<file path="config.mk">
export PLATFORM = sky130hd
export DESIGN_NAME = or_bus_arbiter_flat
export DESIGN_NICKNAME = d
export VERILOG_FILES = /design/src/rtl/or_bus_arbiter_if.sv /design/src/rtl/or_bus_arbiter.sv /design/src/flat_wrapper.sv
export SDC_FILE = /design/constraint.sdc
export NUM_CORES = 1
export LEC_CHECK = 0
export BUFFER_PORTS_ARGS = -buffer_cell sky130_fd_sc_hd__buf_2
export CAP_MARGIN = 20
export CORE_MARGIN = 3
export CORE_UTILIZATION = 41
export CTS_BUF_LIST = sky130_fd_sc_hd__clkbuf_8
export CTS_CLUSTER_DIAMETER = 80
export DETAILED_ROUTE_END_ITERATION = 6
export GPL_TIMING_DRIVEN = 0
export HOLD_SLACK_MARGIN = 0.08
export PLACE_DENSITY_LB_ADDON = 0.05
export SYNTH_ARGS = -nofsm -noshare
export SYNTH_HDL_FRONTEND = slang
export SYNTH_HIERARCHICAL = 1
export SYNTH_SLANG_ARGS = --single-unit
</file>
<file path="constraint.sdc">
create_clock -name clk -period 3.4 [get_ports clk]
set_clock_uncertainty 0.05 [all_clocks]
set_input_delay 0.51 -clock clk [delete_from_list [all_inputs] [get_ports clk]]
set_output_delay 0.51 -clock clk [all_outputs]
set_load 0.01 [all_outputs]
</file>
<file path="src/rtl/or_bus_arbiter_if.sv">
// Handshake bundle between the requesters, the round-robin arbiter and the shared result bus.
// The req_lock signal exists only when ARB_LOCK_EN is defined.
interface or_bus_arbiter_if #(
  parameter int WIDTH        = 32,
  parameter int REQ_QUANTITY = 4
);
  localparam int ID_W = $clog2(REQ_QUANTITY);

  logic [REQ_QUANTITY-1:0]       req_valid;
  logic [WIDTH*REQ_QUANTITY-1:0] req_data;
  logic [REQ_QUANTITY-1:0]       req_ready;
`ifdef ARB_LOCK_EN
  logic [REQ_QUANTITY-1:0]       req_lock;
`endif
  logic                          out_valid;
  logic [WIDTH-1:0]              out_data;
  logic [ID_W-1:0]               out_id;
  logic                          out_ready;

`ifdef ARB_LOCK_EN
  modport master (
    output req_valid, req_data, req_lock, out_ready,
    input  req_ready, out_valid, out_data, out_id
  );
  modport slave (
    input  req_valid, req_data, req_lock, out_ready,
    output req_ready, out_valid, out_data, out_id
  );
`else
  modport master (
    output req_valid, req_data, out_ready,
    input  req_ready, out_valid, out_data, out_id
  );
  modport slave (
    input  req_valid, req_data, out_ready,
    output req_ready, out_valid, out_data, out_id
  );
`endif
endinterface

</file>
<file path="src/rtl/or_bus_arbiter.sv">
// Round-robin arbiter driving one registered result bus through an AND-OR mux.
// Define ARB_LOCK_EN to compile in burst locking (req_lock, locked, owner).
module large_fan_in_or #(
  parameter int WIDTH       = 32,
  parameter int OR_QUANTITY = 4
) (
  input  logic [WIDTH*OR_QUANTITY-1:0] data,
  output logic [WIDTH-1:0]             result
);
  always_comb begin
    result = '0;
    for (int unsigned i = 0; i < OR_QUANTITY; i++)
      result = result | data[i*WIDTH +: WIDTH];
  end
endmodule

module or_bus_arbiter #(
  parameter int WIDTH        = 32,
  parameter int REQ_QUANTITY = 4
) (
  input  logic           clk,
  input  logic           rst_n,
  or_bus_arbiter_if.slave bus
);
  localparam int N    = REQ_QUANTITY;
  localparam int ID_W = $clog2(N);

  logic [ID_W-1:0]    ptr;
  logic [ID_W-1:0]    win_id;
  logic [ID_W-1:0]    ptr_next;
  logic               found;
  logic               accept;
  logic               xfer;
  logic [N-1:0]       eligible;
  logic [N-1:0]       grant;
  logic [WIDTH*N-1:0] masked;
  logic [WIDTH-1:0]   mux_data;

  logic               valid_q;
  logic [WIDTH-1:0]   data_q;
  logic [ID_W-1:0]    id_q;

`ifdef ARB_LOCK_EN
  logic               locked;
  logic [ID_W-1:0]    owner;

  // While locked only the owner may win, even when it is idle.
  always_comb begin
    eligible = bus.req_valid;
    if (locked)
      eligible = bus.req_valid & (N'(1) << owner);
  end
`else
  always_comb eligible = bus.req_valid;
`endif

  // Ascending search from ptr with wrap; sum stays below 2N so one subtraction folds it.
  always_comb begin
    logic [ID_W:0] sum;
    logic [ID_W-1:0] idx;
    found  = 1'b0;
    win_id = '0;
    sum    = '0;
    idx    = '0;
    for (int unsigned k = 0; k < N; k++) begin
      sum = {1'b0, ptr} + (ID_W+1)'(k);
      if (sum >= (ID_W+1)'(N))
        sum = sum - (ID_W+1)'(N);
      idx = sum[ID_W-1:0];
      if (!found && eligible[idx]) begin
        found  = 1'b1;
        win_id = idx;
      end
    end
  end

  always_comb begin
    grant = '0;
    if (found)
      grant[win_id] = 1'b1;
  end

  always_comb begin
    ptr_next = win_id + 1'b1;
    if (win_id == ID_W'(N-1))
      ptr_next = '0;
  end

  assign accept        = !valid_q | bus.out_ready;
  assign xfer          = found & accept;
  assign bus.req_ready = grant & {N{accept}};

  always_comb begin
    masked = '0;
    for (int unsigned j = 0; j < N; j++)
      masked[j*WIDTH +: WIDTH] = bus.req_data[j*WIDTH +: WIDTH] & {WIDTH{grant[j]}};
  end

  large_fan_in_or #(
    .WIDTH       (WIDTH),
    .OR_QUANTITY (N)
  ) u_fan_in_or (
    .data   (masked),
    .result (mux_data)
  );

  always_ff @(posedge clk or negedge rst_n) begin
    if (!rst_n) begin
      valid_q <= 1'b0;
      data_q  <= '0;
      id_q    <= '0;
      ptr     <= '0;
    end else if (xfer) begin
      valid_q <= 1'b1;
      data_q  <= mux_data;
      id_q    <= win_id;
      ptr     <= ptr_next;
    end else if (bus.out_ready) begin
      valid_q <= 1'b0;
    end
  end

`ifdef ARB_LOCK_EN
  always_ff @(posedge clk or negedge rst_n) begin
    if (!rst_n) begin
      locked <= 1'b0;
      owner  <= '0;
    end else if (xfer) begin
      locked <= bus.req_lock[win_id];
      if (bus.req_lock[win_id])
        owner <= win_id;
    end
  end
`endif

  assign bus.out_valid = valid_q;
  assign bus.out_data  = data_q;
  assign bus.out_id    = id_q;
endmodule
</file>
<file path="src/flat_wrapper.sv">
// flat-port wrapper written by rule: the top's interface ports become plain ports
module or_bus_arbiter_flat 
#(
  parameter int WIDTH        = 32,
  parameter int REQ_QUANTITY = 4
)
  (clk, rst_n, bus_req_valid, bus_req_data, bus_out_ready, bus_req_ready, bus_out_valid, bus_out_data, bus_out_id);
  or_bus_arbiter_if #(.WIDTH(WIDTH), .REQ_QUANTITY(REQ_QUANTITY)) bus_i ();
  input  logic clk;
  input  logic rst_n;
  input wire logic [$bits(bus_i.req_valid)-1:0] bus_req_valid;
  input wire logic [$bits(bus_i.req_data)-1:0] bus_req_data;
  input wire logic [$bits(bus_i.out_ready)-1:0] bus_out_ready;
  output wire logic [$bits(bus_i.req_ready)-1:0] bus_req_ready;
  output wire logic [$bits(bus_i.out_valid)-1:0] bus_out_valid;
  output wire logic [$bits(bus_i.out_data)-1:0] bus_out_data;
  output wire logic [$bits(bus_i.out_id)-1:0] bus_out_id;
  assign bus_i.req_valid = bus_req_valid;
  assign bus_i.req_data = bus_req_data;
  assign bus_i.out_ready = bus_out_ready;
  assign bus_req_ready = bus_i.req_ready;
  assign bus_out_valid = bus_i.out_valid;
  assign bus_out_data = bus_i.out_data;
  assign bus_out_id = bus_i.out_id;
  or_bus_arbiter #(.WIDTH(WIDTH), .REQ_QUANTITY(REQ_QUANTITY)) u_core (.clk(clk), .rst_n(rst_n), .bus(bus_i));
endmodule
</file>
After elaboration in Yosys (flattened, before gate mapping)
Index checks and enable logic that the tools add are counted.

word-level totals
  register bits after elaboration = 37
  input bits = 135
  output and inout port bits = 39
  word-level logic and storage cells = 68

cells by class
  add/sub/neg operators = 8
  magnitude comparators = 10
  equal/unequal tests = 1
  muxes and demuxes = 26
  bitwise gates (word level) = 10
  reduce and logical (&&, ||, !) cells = 9

operators with widths
  cell                   number
  $and A32 B32 Y32       4
  $or A32 B32 Y32        3
  $mux W2                9
  $lt A2 B3 Y1 const B   5
  $mux W1                11
  $ge A3 B3 Y1 const B   3
  $bmux W1 S2            4
  $sub A2 B1 Y2 const B  4
  $add A2 B2 Y3 const B  2
  $and A4 B4 Y4          1
  $logic_and A1 B1 Y1    4
  $logic_not A1 Y1       4
  $mux W4                1
  $add A2 B1 Y3 const B  1
  $ge A2 B3 Y1 const B   1
  $add A2 B1 Y2 const B  1
  $demux W1 S2           1
  $eq A2 B2 Y1 const B   1
  $ge A2 B1 Y1 const B   1
  $reduce_bool A2 Y1     1
  $and A1 B1 Y1          1
  $or A1 B1 Y1           1

Logic depth before layout (Yosys ltp)
  word-level depth = 23
  mapped depth = 8
  gate-level depth less buffers = 7

Modules after synthesis
Netlist, hierarchy kept.

modules (own cells, without submodules)
  module           instances  cells an instance  area each (um2)  seq. area each (um2)
  or_bus_arbiter   1          271                2563.7           925.9
  large_fan_in_or  1          32                 240.2            0.0

Worst setup path after synthesis
OpenSTA, ideal clock, no wires.

  path type = input-to-reg
  from = in bus_req_valid[0]
  to = reg u_core.data_q[10] (netlist: u_core/bus.out_data[10])
  setup time = 0.125 ns
  arrival time = 2.348 ns
  required time = 3.225 ns
  slack = 0.877 ns
  stages = 7
  buffers on the path = 3
  cell sequence = or4_1 buf_6 buf_12 buf_8 and3_1 or4_1 mux2_2

on the way
  cells in the longest elaborated chain, start to end = 21
  elaborated cells between the ends (all ways) = 36
  classes of those cells = 2 x order compare; 19 x mux; 8 x bitwise; 7 x reduce/logical

RTL lines
  what                                       line                   text
  start, declared                            flat_wrapper.sv:11     input wire logic [$bits(bus_i.req_valid)-1:0] bus_req_valid;
  $bmux W1 S2                                or_bus_arbiter.sv:70   if (!found && eligible[idx]) begin
  $mux W1 (implied by the code)              or_bus_arbiter.sv:70
  $mux W1                                    or_bus_arbiter.sv:70
  $logic_not A1 Y1                           or_bus_arbiter.sv:70
  $logic_and A1 B1 Y1                        or_bus_arbiter.sv:70
  $mux W1                                    or_bus_arbiter.sv:70
  $logic_not A1 Y1                           or_bus_arbiter.sv:70
  $logic_and A1 B1 Y1                        or_bus_arbiter.sv:70
  [... 5 more ...]                           -
  $logic_and A1 B1 Y1 (implied by the code)  or_bus_arbiter.sv:80   grant[win_id] = 1'b1;
  $mux W1 (implied by the code)              or_bus_arbiter.sv:80
  $demux W1 S2                               -
  $mux W4 *                                  or_bus_arbiter.sv:79   if (found)
  $and A32 B32 Y32 *                         or_bus_arbiter.sv:96   masked[j*WIDTH +: WIDTH] = bus.req_data[j*WIDTH +: WIDTH] & {WIDTH{grant[j]}};
  named net u_core.masked[42]                or_bus_arbiter.sv:36   logic [WIDTH*N-1:0] masked;
  $or A32 B32 Y32 * (3 in series)            or_bus_arbiter.sv:13   result = result | data[i*WIDTH +: WIDTH];
  named net u_core.mux_data[10]              or_bus_arbiter.sv:37   logic [WIDTH-1:0] mux_data;
  end signal, assigned                       or_bus_arbiter.sv:115  data_q <= mux_data;
  end, declared                              or_bus_arbiter.sv:40   logic [WIDTH-1:0] data_q;

Mark *: on every way through the listed nets, which the timed path passes. The rest lies on a longest branch. The select of a mux whose other input is x is not followed.
A chain may end at the register's enable or synchronous reset.

Final worst setup path
  from = reg u_core.ptr[1]
  to = out bus_req_ready[3]

on the way
  cells in the longest elaborated chain, start to end = 20
  elaborated cells between the ends (all ways) = 44
  classes of those cells = 7 x add/sub; 6 x order compare; 23 x mux; 1 x bitwise; 7 x reduce/logical

RTL lines
  what                                                                       line                   text
  start, declared                                                            or_bus_arbiter.sv:28   logic [ID_W-1:0] ptr;
  start signal, assigned                                                     or_bus_arbiter.sv:117  ptr <= ptr_next;
  parallel branches: the longest is 13 deep, another holds $add A2 B1 Y3     -
  $mux W2 *                                                                  or_bus_arbiter.sv:70
  named net u_core.win_id[0]                                                 or_bus_arbiter.sv:29   logic [ID_W-1:0] win_id;
  $lt A2 B3 Y1 (implied by the code) / $ge A2 B1 Y1 (equally long branches)  or_bus_arbiter.sv:80
  $logic_and A1 B1 Y1 (implied by the code)                                  or_bus_arbiter.sv:80
  $mux W1 (implied by the code)                                              or_bus_arbiter.sv:80
  $demux W1 S2 *                                                             -
  $mux W4 *                                                                  or_bus_arbiter.sv:79
  $and A4 B4 Y4 *                                                            or_bus_arbiter.sv:91   assign bus.req_ready = grant & {N{accept}};
  end, declared                                                              flat_wrapper.sv:14     output wire logic [$bits(bus_i.req_ready)-1:0] bus_req_ready;

Mark *: on every way through the listed nets, which the timed path passes. The select of a mux whose other input is x is not followed.

==> results.md <==
- GRT Total Usage: 0.248
- Synth Instances: 303
- Total CTS buffers: 5
- CP max-delay cell: clkbuf_1
- Critical Path Source: u_core/ptr[1]
- Worst-path clk slew: ~0.070 ns
- Worst Setup Path Type: reg -> out
- R2R cell count: 8
- Max-cap violation count: 0
- Max Buffers Root-to-Sink: 2
- CP cell instances: nor2b_1 -> o21a_1 -> nor3_1 -> ha_1 -> clkbuf_1 -> and3_1 -> buf_2
- Vias: 3152
- Switching part of the total: 0.382
- Fin. Hold Viols: 0
- CTS tree: built
- Power per cell area: 596 nW/um2
- Dpl hpwl: 7590 um
- Reg-to-Reg End: u_core/bus.out_data[2]
- Antenna-violating nets left: 0
- Pins over their slew limit: 0
- Period minus WS final: 3.09 ns
- Pint: roughly 1.4 mW
- Clock insertion delay at the later pin of the skew report: 0.29 ns
- Largest net degree at the start of global routing: 38
- #FFs+latches synth: 37
- Vias per Instance: 5.62
- First-pass GRT wire length: 15000 um
- DRC: 0
- Share of layout cells above drive strength 1: 0.465
- Die area: 7870 um2
- Ys Warns: 6
- Slew of the pin with the lowest slew margin: 0.853 ns
- Resize count post-CTS: 0
- Placer Congestion: about 0.83
- Tcrit/Tclk final: 0.909
- Gate power share: 0.546
- Hold_ws: ~0.28 ns
- Post-CTS Setup Bufs: 0
- CTS Hold Bufs: 0
- CP peak stage delay: 0.45 ns
- # clock sinks: 37
- Fmax: 324 MHz
- Gr ovfl total: 0
- Routed WL per cell: between 15 and 20 um
- Worst VDD drop: 0.000278 V
- Syn-to-layout area delta: 37.2%
- Placed Area: ~3800 um2
- Leak: 2.43 nW
- Fin area: 3850 um2
- Die width: 88.7 um
- Synthesized cell area: approximately 2800 um2
- IO Count: about 170
- Clock share of power: 0.127
- Final WL: 10100 um
- Die Height: 88.7 um
- Status: complete, no violations
- Net Sw Power: 0.876 mW
- RSZ-0062 raised after global routing: false
- Worst r2r src: u_core/ptr[1]
- Flop pwr share: 0.328
- Vias in the first global route: ~3000
- Cell Count Post-Placement: 553
- Relative slew slack: 0.431
- Worst Hold Class: in -> async
- Register area share after synthesis: 0.330
- Arrival time worst endpoint: 2.53 ns
- Crit-path max FO: 10
- Drt first pass iters: 4
- Startpoint Class: flip-flop
- Starting Density: 0.432
- Core area: ~6500 um2
- Setup TNS: 0 ns
- ANT cells: 0
- Crit end category: output port
- Initial DRC Count: 167
- Flop2flop setup slack: 0.62 ns
- Final setup vio count: 0
- IO buf count: 173
- Critical Path RT: 2.84 ns
- Final core occ: 0.592
- CTS root buf: clkbuf_8
- Fin nets: just over 600
- H-Tree Depth: 2
- Post-synthesis cell type count: 31
- # rows: 29
- Initial antenna violation count: 0
- Final std cells w/o fill: roughly 560
- Worst setup path end: bus_req_ready[3]
- Avg Cell Area, Syn: between 9 and 10 um2
- Syn nets: 442
## how the worst min path moves through the flow
stage,start,to,slack (ns),depth (start not counted)
floorplan,rst_n,u_core/bus.out_data[0],0.16,0
global placement,u_core/bus.out_data[11],u_core/bus.out_data[11],0.43,1
detailed placement,u_core/bus.out_data[7],u_core/bus.out_data[7],0.44,1
CTS,rst_n,u_core/bus.out_data[2],0.32,1
global route,rst_n,u_core/ptr[0],0.35,1
finish,rst_n,u_core/bus.out_data[8],0.28,1
## cell families after synthesis
group / synth area share
multiplexers: 0.129
AO/OA/AOI/OAI: 0.0308
flip-flops: 0.330
buffers and inverters: 0.0687
adder cells (fa/ha/maj): 0.0178
AND/OR/NAND/NOR: 0.424
## through the flow
stage / total power [mW] / setup slack [ns]
2_1_floorplan: 1.50 / 0.877
3_3_place_gp: 1.99 / 0.441
3_5_place_dp: 2.01 / 0.406
4_1_cts: 2.31 / 0.323
5_1_grt: 2.47 / 0.140
6_report: 2.29 / 0.311
## layout make-up
cell class / instances / area, um2
fillers: 625 / 2650
multi-input cells: 234 / 1690
flip-flops and latches: 37 / 926
repair buffers: 173 / 866
plain buffers: 31 / 189
well taps: 77 / 96.3
clock buffers: 5 / 68.8
clock inverters: 3 / 11.3
inverters: 1 / 3.75
## flip-flops by register name, indices dropped and copies added (netlist names)
name                  cells
u_core/bus.out_data      32
u_core/bus.out_id         2
u_core/bus.out_valid      1
u_core/ptr                2
## layer usage
metal	global-route usage	up-vias	wire, um
li1	-	1514	-
met1	0.309	1492	4090
met4	0.0701	0	164
met3	0.0568	14	817
met5	0	-	0
met2	0.426	132	4990
## worst max-delay path, delay by kind of cell, from the launching register on
| kind | cells | cell delay [ns] |
|---|---|---|
| flops | 1 | 0.43 |
| buf+inv | 2 | 0.58 |
| compound gates | 1 | 0.20 |
| simple gates | 3 | 0.72 |
| fa+ha+maj | 1 | 0.32 |
## Yosys cell counts
| cell | instances | area (um2) |
|---|---|---|
| a21o_1 | 1 | 7.51 |
| o41ai_1 | 1 | 8.76 |
| ha_1 | 4 | 50.1 |
| a21boi_0 | 1 | 7.51 |
| nand2_1 | 4 | 15.0 |
| buf_6 | 1 | 11.3 |
| dfrtp_1 | 37 | 926 |
| o21ai_0 | 3 | 15.0 |
| nand2b_1 | 2 | 12.5 |
| nor2b_1 | 2 | 12.5 |
| nand3_1 | 3 | 15.0 |
| and3_1 | 130 | 813 |
| nor2_2 | 1 | 6.26 |
| inv_1 | 1 | 3.75 |
| and3_2 | 3 | 22.5 |
| a41o_1 | 1 | 10.0 |
| buf_12 | 1 | 20.0 |
| nor3_1 | 1 | 5.00 |
| or2_2 | 1 | 6.26 |
| or4_1 | 33 | 248 |
| a41oi_1 | 1 | 8.76 |
| a21oi_1 | 3 | 15.0 |
| o21a_1 | 1 | 7.51 |
| buf_2 | 3 | 15.0 |
| clkbuf_1 | 22 | 82.6 |
| mux2_2 | 32 | 360 |
| nor4_2 | 1 | 12.5 |
| buf_8 | 4 | 60.1 |
| nor2_1 | 3 | 11.3 |
| and3b_1 | 1 | 8.76 |
| a31oi_1 | 1 | 6.26 |
## placed cells by master (no fill, tap or decap), types with 2 or more instances in the layout
cell type,count
a21oi_1,3
mux2_2,32
clkbuf_1,22
buf_2,176
dfrtp_1,37
nand2b_1,2
clkbuf_8,5
ha_1,4
buf_8,4
nand2_1,4
and3_2,3
o21ai_0,3
or4_1,33
inv_1,4
nand3_1,3
nor2_1,3
nor2b_1,2
and3_1,130
## power by group through the flow
stage | clock network, mW | logic [mW] | registers, mW
after global placement | 0 | 1.24 | 0.752
after detailed placement | 0 | 1.25 | 0.759
after CTS | 0.299 | 1.25 | 0.753
after global routing | 0.322 | 1.37 | 0.779
final | 0.290 | 1.25 | 0.750
after floorplan | 0 | 0.660 | 0.845
(Power assumes the default switching activity.)
